`src/rtl/chess_pkg.sv`:
```
// Shared chess encodings for the position bus: piece codes, square indexing,
// the start position and castle-right bit positions.
package chess_pkg;

  localparam int unsigned NSQ      = 64;
  localparam int unsigned NIB_W    = 4;
  localparam int unsigned SQ_W     = 6;
  localparam int unsigned RF_W     = 3;
  localparam int unsigned MOVE_W   = 20;
  localparam int unsigned CASTLE_W = 4;

  typedef enum logic [2:0] {
    PC_NONE   = 3'd0,
    PC_KING   = 3'd1,
    PC_QUEEN  = 3'd2,
    PC_ROOK   = 3'd3,
    PC_BISHOP = 3'd4,
    PC_KNIGHT = 3'd5,
    PC_PAWN   = 3'd6
  } piece_e;

  localparam int unsigned COLOR_BIT = 3;

  localparam int unsigned CASTLE_WK = 3;
  localparam int unsigned CASTLE_WQ = 2;
  localparam int unsigned CASTLE_BK = 1;
  localparam int unsigned CASTLE_BQ = 0;

  localparam logic [SQ_W-1:0] SQ_A1 = 6'd0;
  localparam logic [SQ_W-1:0] SQ_H1 = 6'd7;
  localparam logic [SQ_W-1:0] SQ_A8 = 6'd56;
  localparam logic [SQ_W-1:0] SQ_H8 = 6'd63;

  typedef logic [NSQ-1:0][NIB_W-1:0] board_t;

  typedef enum logic [1:0] {
    ST_IDLE = 2'd0,
    ST_MOVE = 2'd1,
    ST_SEND = 2'd2
  } state_e;

  typedef struct packed {
    logic [1:0]      promote;
    logic [2:0]      piece;
    logic [RF_W-1:0] from_r;
    logic [RF_W-1:0] from_f;
    logic [2:0]      takes;
    logic [RF_W-1:0] to_r;
    logic [RF_W-1:0] to_f;
  } move_t;

  // Square 63 (h8) is the leftmost nibble, square 0 (a1) the rightmost.
  localparam board_t START_POS =
    256'h35412453_66666666_00000000_00000000_00000000_00000000_EEEEEEEE_BDC9ACDB;

  function automatic logic [SQ_W-1:0] rankfile(input logic [RF_W-1:0] r,
                                               input logic [RF_W-1:0] f);
    return {r, f};
  endfunction

  function automatic piece_e promo_piece(input logic [1:0] p);
    case (p)
      2'd0:    return PC_QUEEN;
      2'd1:    return PC_BISHOP;
      2'd2:    return PC_ROOK;
      default: return PC_KNIGHT;
    endcase
  endfunction

endpackage

```
`src/rtl/board_pos_tx_if.sv`:
```
// Host strobes plus the outgoing serial position bus of board_pos_tx.
interface board_pos_tx_if;
  import chess_pkg::*;

  logic              i_init;
  logic              i_move_valid;
  logic [MOVE_W-1:0] i_move_data;
  logic              i_send;
  logic              o_busy;
  logic              out_pos_valid;
  logic [NIB_W-1:0]  out_pos_data;
  logic              out_pos_sop;
  logic              out_pos_eop;
  logic              out_wtp;
  logic [CASTLE_W-1:0] out_castle;
  logic              out_ep_valid;
  logic [RF_W-1:0]   out_ep;

  modport master (
    output i_init, i_move_valid, i_move_data, i_send,
    input  o_busy, out_pos_valid, out_pos_data, out_pos_sop, out_pos_eop,
           out_wtp, out_castle, out_ep_valid, out_ep
  );

  modport slave (
    input  i_init, i_move_valid, i_move_data, i_send,
    output o_busy, out_pos_valid, out_pos_data, out_pos_sop, out_pos_eop,
           out_wtp, out_castle, out_ep_valid, out_ep
  );
endinterface

```
`src/rtl/board_move_apply.sv`:
```
// Combinational next-position function: applies one UCI move to the board,
// including promotion, castling rook hop, en-passant capture and rights update.
module board_move_apply
  import chess_pkg::*;
(
  input  board_t              board,
  input  logic                wtp,
  input  logic [CASTLE_W-1:0] castle,
  input  move_t               move,
  output board_t              next_board_c,
  output logic [CASTLE_W-1:0] next_castle_c,
  output logic                next_ep_valid_c,
  output logic [RF_W-1:0]     next_ep_c
);

  logic [SQ_W-1:0]  from_idx;
  logic [SQ_W-1:0]  to_idx;
  logic [NIB_W-1:0] mover;
  logic [RF_W-1:0]  home_r;
  logic             is_pawn;
  logic             is_king;
  logic             to_empty;
  logic             promote_now;
  logic             two_rank;
  logic             unused_fields;

  assign from_idx    = rankfile(move.from_r, move.from_f);
  assign to_idx      = rankfile(move.to_r, move.to_f);
  assign mover       = board[from_idx];
  assign is_pawn     = (piece_e'(mover[2:0]) == PC_PAWN);
  assign is_king     = (piece_e'(mover[2:0]) == PC_KING);
  assign home_r      = wtp ? 3'd0 : 3'd7;
  assign to_empty    = (board[to_idx] == '0);
  assign promote_now = is_pawn && (move.to_r == (wtp ? 3'd7 : 3'd0));
  assign two_rank    = is_pawn &&
                       (({1'b0, move.to_r} == 4'({1'b0, move.from_r} + 4'd2)) ||
                        ({1'b0, move.from_r} == 4'({1'b0, move.to_r} + 4'd2)));
  // The board decides what moves; the host's piece/takes hints are not needed.
  assign unused_fields = ^{move.piece, move.takes};

  always_comb begin : board_update
    next_board_c = board;
    if (is_pawn && (move.from_f != move.to_f) && to_empty) begin
      next_board_c[rankfile(move.from_r, move.to_f)] = '0;
    end
    if (is_king && (move.from_f == 3'd4) && (move.to_f == 3'd6)) begin
      next_board_c[rankfile(home_r, 3'd5)] = board[rankfile(home_r, 3'd7)];
      next_board_c[rankfile(home_r, 3'd7)] = '0;
    end
    if (is_king && (move.from_f == 3'd4) && (move.to_f == 3'd2)) begin
      next_board_c[rankfile(home_r, 3'd3)] = board[rankfile(home_r, 3'd0)];
      next_board_c[rankfile(home_r, 3'd0)] = '0;
    end
    next_board_c[from_idx] = '0;
    next_board_c[to_idx]   = promote_now ? {mover[COLOR_BIT], promo_piece(move.promote)}
                                         : mover;
  end

  always_comb begin : castle_update
    next_castle_c = castle;
    if (is_king && wtp) begin
      next_castle_c[CASTLE_WK] = 1'b0;
      next_castle_c[CASTLE_WQ] = 1'b0;
    end
    if (is_king && !wtp) begin
      next_castle_c[CASTLE_BK] = 1'b0;
      next_castle_c[CASTLE_BQ] = 1'b0;
    end
    if ((from_idx == SQ_A1) || (to_idx == SQ_A1)) next_castle_c[CASTLE_WQ] = 1'b0;
    if ((from_idx == SQ_H1) || (to_idx == SQ_H1)) next_castle_c[CASTLE_WK] = 1'b0;
    if ((from_idx == SQ_A8) || (to_idx == SQ_A8)) next_castle_c[CASTLE_BQ] = 1'b0;
    if ((from_idx == SQ_H8) || (to_idx == SQ_H8)) next_castle_c[CASTLE_BK] = 1'b0;
  end

  assign next_ep_valid_c = two_rank;
  assign next_ep_c       = two_rank ? move.from_f : 3'd0;

endmodule

```
`src/rtl/board_pos_tx.sv`:
```
// Board-state holder: applies moves and streams the board as 64 FEN-ordered
// nibbles with sop/eop on the position bus.
module board_pos_tx
  import chess_pkg::*;
(
  input  logic           clk,
  input  logic           rst,
  board_pos_tx_if.slave  bus
);

  state_e              state_q, state_d;
  board_t              board_q;
  logic                wtp_q;
  logic [CASTLE_W-1:0] castle_q;
  logic                ep_valid_q;
  logic [RF_W-1:0]     ep_q;
  move_t               move_q;
  logic [SQ_W-1:0]     cnt_q;
  logic                busy_q;
  logic                valid_q;
  logic [NIB_W-1:0]    data_q;
  logic                sop_q;
  logic                eop_q;

  logic                do_init_c;
  logic                take_move_c;
  logic                commit_c;
  logic                beat_c;

  board_t              next_board_c;
  logic [CASTLE_W-1:0] next_castle_c;
  logic                next_ep_valid_c;
  logic [RF_W-1:0]     next_ep_c;

  board_move_apply u_apply (
    .board           (board_q),
    .wtp             (wtp_q),
    .castle          (castle_q),
    .move            (move_q),
    .next_board_c    (next_board_c),
    .next_castle_c   (next_castle_c),
    .next_ep_valid_c (next_ep_valid_c),
    .next_ep_c       (next_ep_c)
  );

  always_ff @(posedge clk or posedge rst) begin : state_reg
    if (rst) state_q <= ST_IDLE;
    else     state_q <= state_d;
  end

  // init wins over move, move over send; init completes without leaving IDLE
  always_comb begin : next_state
    state_d = state_q;
    case (state_q)
      ST_IDLE: begin
        if (bus.i_init)            state_d = ST_IDLE;
        else if (bus.i_move_valid) state_d = ST_MOVE;
        else if (bus.i_send)       state_d = ST_SEND;
      end
      ST_MOVE: state_d = ST_IDLE;
      ST_SEND: if (cnt_q == 6'd63) state_d = ST_IDLE;
      default: state_d = ST_IDLE;
    endcase
  end

  always_comb begin : fsm_outputs
    do_init_c   = 1'b0;
    take_move_c = 1'b0;
    commit_c    = 1'b0;
    beat_c      = 1'b0;
    case (state_q)
      ST_IDLE: begin
        do_init_c   = bus.i_init;
        take_move_c = !bus.i_init && bus.i_move_valid;
      end
      ST_MOVE: commit_c = 1'b1;
      ST_SEND: beat_c   = 1'b1;
      default: ;
    endcase
  end

  always_ff @(posedge clk or posedge rst) begin : datapath
    if (rst) begin
      board_q    <= START_POS;
      wtp_q      <= 1'b1;
      castle_q   <= 4'hF;
      ep_valid_q <= 1'b0;
      ep_q       <= '0;
      move_q     <= '0;
      cnt_q      <= '0;
      busy_q     <= 1'b0;
      valid_q    <= 1'b0;
      data_q     <= '0;
      sop_q      <= 1'b0;
      eop_q      <= 1'b0;
    end else begin
      busy_q  <= (state_d != ST_IDLE);
      valid_q <= beat_c;
      sop_q   <= beat_c && (cnt_q == 6'd0);
      eop_q   <= beat_c && (cnt_q == 6'd63);
      // Beat k shows rank 7-k/8, file k%8; inverting the rank bits gives 7-k/8.
      data_q  <= beat_c ? board_q[rankfile(~cnt_q[5:3], cnt_q[2:0])] : '0;
      cnt_q   <= beat_c ? 6'(cnt_q + 6'd1) : '0;
      if (take_move_c) move_q <= move_t'(bus.i_move_data);
      if (do_init_c) begin
        board_q    <= START_POS;
        wtp_q      <= 1'b1;
        castle_q   <= 4'hF;
        ep_valid_q <= 1'b0;
        ep_q       <= '0;
      end else if (commit_c) begin
        board_q    <= next_board_c;
        wtp_q      <= !wtp_q;
        castle_q   <= next_castle_c;
        ep_valid_q <= next_ep_valid_c;
        ep_q       <= next_ep_c;
      end
    end
  end

  assign bus.o_busy        = busy_q;
  assign bus.out_pos_valid = valid_q;
  assign bus.out_pos_data  = data_q;
  assign bus.out_pos_sop   = sop_q;
  assign bus.out_pos_eop   = eop_q;
  assign bus.out_wtp       = wtp_q;
  assign bus.out_castle    = castle_q;
  assign bus.out_ep_valid  = ep_valid_q;
  assign bus.out_ep        = ep_q;

endmodule

```
`src/flat_wrapper.sv`:
```
// flat-port wrapper written by rule: the top's interface ports become plain ports
module board_pos_tx_flat import chess_pkg::*;
  (clk, rst, bus_i_init, bus_i_move_valid, bus_i_move_data, bus_i_send, bus_o_busy, bus_out_pos_valid, bus_out_pos_data, bus_out_pos_sop, bus_out_pos_eop, bus_out_wtp, bus_out_castle, bus_out_ep_valid, bus_out_ep);
  board_pos_tx_if bus_i ();
  input  logic clk;
  input  logic rst;
  input wire logic [$bits(bus_i.i_init)-1:0] bus_i_init;
  input wire logic [$bits(bus_i.i_move_valid)-1:0] bus_i_move_valid;
  input wire logic [$bits(bus_i.i_move_data)-1:0] bus_i_move_data;
  input wire logic [$bits(bus_i.i_send)-1:0] bus_i_send;
  output wire logic [$bits(bus_i.o_busy)-1:0] bus_o_busy;
  output wire logic [$bits(bus_i.out_pos_valid)-1:0] bus_out_pos_valid;
  output wire logic [$bits(bus_i.out_pos_data)-1:0] bus_out_pos_data;
  output wire logic [$bits(bus_i.out_pos_sop)-1:0] bus_out_pos_sop;
  output wire logic [$bits(bus_i.out_pos_eop)-1:0] bus_out_pos_eop;
  output wire logic [$bits(bus_i.out_wtp)-1:0] bus_out_wtp;
  output wire logic [$bits(bus_i.out_castle)-1:0] bus_out_castle;
  output wire logic [$bits(bus_i.out_ep_valid)-1:0] bus_out_ep_valid;
  output wire logic [$bits(bus_i.out_ep)-1:0] bus_out_ep;
  assign bus_i.i_init = bus_i_init;
  assign bus_i.i_move_valid = bus_i_move_valid;
  assign bus_i.i_move_data = bus_i_move_data;
  assign bus_i.i_send = bus_i_send;
  assign bus_o_busy = bus_i.o_busy;
  assign bus_out_pos_valid = bus_i.out_pos_valid;
  assign bus_out_pos_data = bus_i.out_pos_data;
  assign bus_out_pos_sop = bus_i.out_pos_sop;
  assign bus_out_pos_eop = bus_i.out_pos_eop;
  assign bus_out_wtp = bus_i.out_wtp;
  assign bus_out_castle = bus_i.out_castle;
  assign bus_out_ep_valid = bus_i.out_ep_valid;
  assign bus_out_ep = bus_i.out_ep;
  board_pos_tx u_core (.clk(clk), .rst(rst), .bus(bus_i));
endmodule
```
`config.mk`:
```
export PLATFORM = sky130hd
export DESIGN_NAME = board_pos_tx_flat
export DESIGN_NICKNAME = d
export VERILOG_FILES = /design/src/rtl/chess_pkg.sv /design/src/rtl/board_pos_tx_if.sv /design/src/rtl/board_move_apply.sv /design/src/rtl/board_pos_tx.sv /design/src/flat_wrapper.sv
export SDC_FILE = /design/constraint.sdc
export NUM_CORES = 1
export LEC_CHECK = 0
export CAP_MARGIN = 20
export CORE_ASPECT_RATIO = 1.4
export CORE_MARGIN = 10
export CORE_UTILIZATION = 40
export DETAILED_ROUTE_END_ITERATION = 8
export PLACE_DENSITY_LB_ADDON = 0.1
export SETUP_SLACK_MARGIN = 0.15
export SLEW_MARGIN = 0
export SYNTH_ARGS = -nofsm -noshare
export SYNTH_HDL_FRONTEND = slang
export SYNTH_HIERARCHICAL = 1
export SYNTH_SLANG_ARGS = --single-unit
```
`constraint.sdc`:
```
create_clock -name clk -period 21.5 [get_ports clk]
set_clock_uncertainty 0.05 [all_clocks]
set_input_delay 2.15 -clock clk [delete_from_list [all_inputs] [get_ports clk]]
set_output_delay 2.15 -clock clk [all_outputs]
set_load 0.05 [all_outputs]
```
==> flow_summary_export.csv, run 1 <==
group,metric,value,unit
layout,antennaDiodeCount,0,
worst_hold_path,worstHoldPathCells,1,
grt,overflow,0,
placed_design,place_ws,15540,ps
routing,dr.first_iter.drc_count,3156,
layout,fin_util,44.40,%
worst_setup_path,cp-start-kind,"register",
worst_setup_path,path_common_cell,"buf_4",
routing,met1Wirelength,37.74,mm
floorplanning,io_pins,42,
grt,antenna_found_initial,1,
floorplanning,coreArea,54470,um2
routing,antenna_left,0,
worst_setup_path,critPathSlowestCell,"dfrtp_4",
pwr,clkPwrFrac,16.9,%
pwr,pwr-share-seq,24.5,%
worst_setup_path,path_max_fanout,54,
worst_setup_path,cp-end-kind,"register",
sta,post-route-period-util,29.20,%
floorplanning,start_util,40.57,%
clocking,cts_resized,0,
grt,grt_max_degree,104,
routing,highest-signal-layer,"met5",
worst_setup_path,arrival,6690,ps
pwr,p_sw_share,56.09,%
grt,grt_use_total,31.35,%
routing,vias,22810,
worst_setup_path,r2r_cells,14,
floorplanning,core.rowCount,101,
routing,viasPerCell,6.948,
placed_design,dp_hpwl,69.26,mm
clocking,cts-htree-levels,2,
layout,mostFrequentLayoutCells,"nand2_1 (678), nand3_1 (301), dfrtp_1 (212), a22o_1 (153), nor2_1 (136)",
floorplanning,die_width,218.6,um
synthesis,synth_nets,2658,
routing,route.detailed.drc,0,
layout,drive_above_1_share,15.46,%
routing,wirelength,104.8,mm
layout,nFillCells,5387,
pwr,p_int,1.712,mW
sta,fmax,0.1593,GHz
sta,rsz0062_at_grt,"no",
worst_setup_path,cp_slowest_stage_delay,950,ps
sta,worst_hold_slack,448.2,ps
sta,finalSetupTns,0,ps
placed_design,io_buffers,35,
pwr,power_switching,2.187,mW
layout,area_delta_synth_final,9.444,%
clocking,cts_setup_buffers,0,
sta,hold_violations,0,
routing,wl_met2,46.06,mm
worst_hold_path,hold_path_class,"register to register",
sta,worst_slew_pin_slew,1164,ps
floorplanning,die_area,65180,um2
layout,fin_area,24180,um2
synthesis,synthCells,2623,
placed_design,place_inst,3216,
routing,first_pass_iters,8,
pwr,p_leak,10.46,nW
layout,fin_cells,3283,
synthesis,yosysWarnings,6,
floorplanning,fp.dieH,298.1,um
layout,nNetsFinal,2569,
placed_design,gp_congestion,1.039,
clocking,cts_tree,"yes",
placed_design,placed_cell_area,22940,um2
pwr,ir_drop,0.1376,mV
sta,period_needed,6278,ps
grt,grt_pass1_wl,152.9,mm
clocking,cts_root_buf,"clkbuf_16",
sta,slew_headroom,22.19,%
grt,grt_pass1_vias,21860,
clocking,cts_buffer_depth,3,
synthesis,synth.avg_cell_area,8.424,um2
routing,met3WireLength,11.63,mm
synthesis,syn-cell-area,22100,um2
worst_setup_path,reg2reg_setup_slack,15220,ps
clocking,clk_latency,580,ps
sta,worst_slack,15220,ps
worst_setup_path,cp_cell_sequence,"buf_4 -> nor2b_1 -> buf_4 -> a22oi_1 -> o22ai_1 -> o211ai_1 -> a211oi_2 -> o211ai_4 -> nor2_4 -> buf_4 -> a311oi_1 -> a22o_1 -> nand2_1 -> nand2_1",
worst_setup_path,critPathRequiredTime,21920,ps
sta,drv_slew,0,
clocking,clkSinkCount,295,
clocking,path_clk_slew,60,ps
pwr,power_frac_comb,58.6,%
run,maxCapViolations,0,
pwr,power_density,161.2,nW/um2
clocking,hold_buffers,0,
layout,final_common_cell,"nand2_1",
sta,finalSetupViolCount,0,
routing,wl_per_cell,31.93,um
pwr,power,3.899,mW
worst_setup_path,worstSetupPathType,"register to register",
clocking,cts_buffers,36,
status,status,"complete, no violations",
-- critical path, delay by kind of cell (launching register included) --
kind            cells  cell delay [ps]
buf+inv             3             1400
simple gates        4             1650
compound gates      7             1960
flops               1              950
-- registers in the layout, summed over array words and instances (netlist names) --
| register | flops |
|---|---|
| u_core/move_q | 14 |
| u_core/bus.out_castle | 4 |
| u_core/bus.out_pos_valid | 1 |
| u_core/bus.out_pos_data | 4 |
| u_core/bus.out_wtp | 1 |
| u_core/bus.out_pos_sop | 1 |
| u_core/state_q | 2 |
| u_core/bus.out_ep_valid | 1 |
| u_core/bus.out_ep | 3 |
| u_core/cnt_q | 6 |
| u_core/bus.o_busy | 1 |
| u_core/board_q | 256 |
| u_core/bus.out_pos_eop | 1 |
-- power by group through the flow --
stage,registers (mW),clock network [mW],logic (mW)
after floorplan,0.837,0,1.34
after CTS,0.948,0.668,2.16
after global placement,0.952,0,2.14
after detailed placement,0.957,0,2.16
after global routing,0.970,0.689,2.30
final,0.957,0.657,2.29
-- layer usage --
metal	vias to the layer above	global-route usage [%]
li1	9550	-
met1	11171	38.32
met2	1617	47.27
met3	470	7.252
met4	2	23.23
met5	-	0
-- layout make-up --
cell class / count / area (um2) / share of cell area [%]
clock inverter: 13 / 187.7 / 0.7760
timing repair buffer: 104 / 907.1 / 3.751
tap: 721 / 902.1 / 3.730
clock buffer: 53 / 1046 / 4.325
multi-input combinational: 2076 / 13560 / 56.09
inverter: 21 / 86.33 / 0.3570
sequential: 295 / 7491 / 30.97
-- path summary, 6_finish.rpt --
path / from / end
worst max-delay path: u_core/move_q[10] / u_core/board_q[121]
worst min-delay path: u_core/move_q[1] / u_core/move_q[1]
worst max register to register: u_core/move_q[10] / u_core/board_q[121]
worst min register to register: u_core/move_q[1] / u_core/move_q[1]
max in group asynchronous: rst / u_core/bus.out_pos_data[2]
min in group asynchronous: rst / u_core/board_q[44]
Power figures use the tool's default switching activity.
==> run 2: changes to the inputs <==
==> constraint.sdc (replaced) <==
create_clock -name clk -period 5.1 [get_ports clk]
set_clock_uncertainty 0.05 [all_clocks]
set_input_delay 0.51 -clock clk [delete_from_list [all_inputs] [get_ports clk]]
set_output_delay 0.51 -clock clk [all_outputs]
set_load 0.05 [all_outputs]
==> run 2 against run 1 <==
Critical path depth is 2 lower; utilization up 0.82 points; sequential cell count unchanged; highest routed layer is now met4.
==> flow_summary_export.csv, run 2 (synthesized netlist as in run 1, its figures left out) <==
group,metric,value,unit
status,status,"complete, no violations",
floorplanning,fp.dieH,298.1,um
clocking,cts_root_buf,"clkbuf_16",
worst_setup_path,worst_r2r_endpoint,"u_core/board_q[28]",
sta,worst_slew_pin_slew,1133,ps
routing,viasPerCell,6.863,
placed_design,place_inst,3270,
clocking,cts_buffers,36,
clocking,cts_resized,0,
layout,area_delta_synth_final,11.46,%
worst_setup_path,path_max_fanout,15,
worst_setup_path,cp_cell_sequence,"nand2b_1 -> o32ai_1 -> o41ai_1 -> a31oi_1 -> a221o_1 -> o21ai_2 -> buf_4 -> o31ai_2 -> a221oi_1 -> a22o_1 -> nand2_1 -> nand3_1",
worst_setup_path,reg2reg_from,"u_core/move_q[0]",
layout,top_regs,"u_core/board_q x256, u_core/move_q x14, u_core/cnt_q x6",
run,maxCapViolations,0,
clocking,cts_buffer_depth,3,
sta,drv_slew,0,
placed_design,dp_hpwl,73.89,mm
grt,grt_max_degree,185,
layout,drive_above_1_share,16.85,%
layout,fin_util,45.22,%
grt,antenna_found_initial,1,
layout,largest_register_ffs,256,
routing,wl_met2,48.53,mm
worst_setup_path,r2r_cells,12,
layout,nNetsFinal,2622,
sta,hold_violations,0,
clocking,cts_setup_buffers,0,
sta,worst_slack,376.8,ps
grt,grt_pass1_wl,156.9,mm
layout,fin_area,24630,um2
sta,slew_headroom,24.35,%
layout,mostFrequentLayoutCells,"nand2_1 (678), nand3_1 (301), dfrtp_1 (212), a22o_1 (153), nor2_1 (137)",
worst_setup_path,cp-start-kind,"register",
worst_setup_path,cp-end-kind,"register",
placed_design,gp_congestion,1.022,
floorplanning,core.rowCount,101,
sta,finalSetupTns,0,ps
pwr,power,16.88,mW
worst_setup_path,cp_slowest_stage_delay,910,ps
worst_setup_path,critPathSlowestCell,"dfrtp_1",
routing,met3WireLength,10.66,mm
routing,highest-signal-layer,"met4",
floorplanning,die_width,218.6,um
sta,post-route-period-util,92.61,%
clocking,cts_tree,"yes",
layout,fin_cells,3333,
floorplanning,start_util,40.57,%
routing,wirelength,108.1,mm
sta,period_needed,4723,ps
placed_design,io_buffers,35,
placed_design,placed_cell_area,23480,um2
pwr,p_leak,10.72,nW
clocking,hold_buffers,0,
worst_setup_path,worstSetupPathType,"register to register",
floorplanning,coreArea,54470,um2
sta,rsz0062_at_grt,"no",
clocking,clkSinkCount,295,
pwr,ir_drop,0.7078,mV
layout,nFillCells,5340,
routing,route.detailed.drc,0,
routing,antenna_left,0,
layout,regMostFlops,"u_core/board_q",
worst_setup_path,critPathRequiredTime,5560,ps
clocking,path_clk_slew,60,ps
worst_setup_path,arrival,5180,ps
routing,vias,22873,
floorplanning,io_pins,42,
routing,dr.first_iter.drc_count,3121,
grt,grt_pass1_vias,21973,
worst_setup_path,reg2reg_setup_slack,380,ps
routing,met1Wirelength,40.47,mm
routing,first_pass_iters,6,
sta,worst_hold_slack,427.6,ps
pwr,power_density,685.4,nW/um2
placed_design,place_ws,728.5,ps
grt,grt_use_total,32.27,%
routing,wl_per_cell,32.42,um
sta,finalSetupViolCount,0,
worst_hold_path,hold_path_class,"primary input to asynchronous set/reset pin",
clocking,cts-htree-levels,2,
clocking,clk_latency,570,ps
floorplanning,die_area,65180,um2
layout,antennaDiodeCount,0,
sta,fmax,0.2117,GHz
layout,final_common_cell,"nand2_1",
grt,overflow,0,
## run 2: cell count changes in the layout (fill, tap and decap cells not counted), moves of 2 or more
cell | previous run | this run
buf_12 | 0 | 16
clkinv_4 | 3 | 1
bufinv_16 | 4 | 2
inv_6 | 3 | 0
clkinvlp_4 | 0 | 5
buf_4 | 65 | 106
buf_8 | 2 | 0
nor2b_2 | 3 | 0
nor2b_1 | 17 | 20
## run 2: worst max-delay path, delay by kind of cell, from the launching register on
family	cells	cell delay (ps)
compound gates	8	2720
buf+inv	1	280
flops	1	910
simple gates	3	700
## run 2: area by class of cell
| cell class | instances | area, um2 | area share (%) |
|---|---|---|---|
| multi-input combinational | 2076 | 13540 | 54.97 |
| sequential | 295 | 7491 | 30.41 |
| timing repair buffer | 157 | 1466 | 5.954 |
| clock buffer | 53 | 1036 | 4.206 |
| tap | 721 | 902.1 | 3.663 |
| clock inverter | 10 | 113.9 | 0.4623 |
| inverter | 21 | 82.58 | 0.3353 |
## run 2: worst max-delay path by stage
stage               cells past startpoint                   to  slack, ps         startpoint
floorplan                               1  u_core/board_q[100]        690                rst
global placement                       12   u_core/board_q[31]        730   u_core/move_q[0]
detailed placement                     12   u_core/board_q[28]        730   u_core/move_q[0]
CTS                                    12   u_core/board_q[28]        690   u_core/move_q[0]
global route                           13  u_core/board_q[237]        480  u_core/move_q[10]
finish                                 12   u_core/board_q[28]        380   u_core/move_q[0]
## run 2: layer usage
metal / global-route usage (%) / vias up
li1: - / 9659
met1: 39.76 / 11401
met2: 49.76 / 1410
met3: 6.978 / 403
met4: 21.39 / 0
met5: 0 / -
## run 2: where the power goes
group	switching [mW]	internal (mW)
registers	0.959	3.01
logic	7.26	3.03
clock network	1.12	1.51
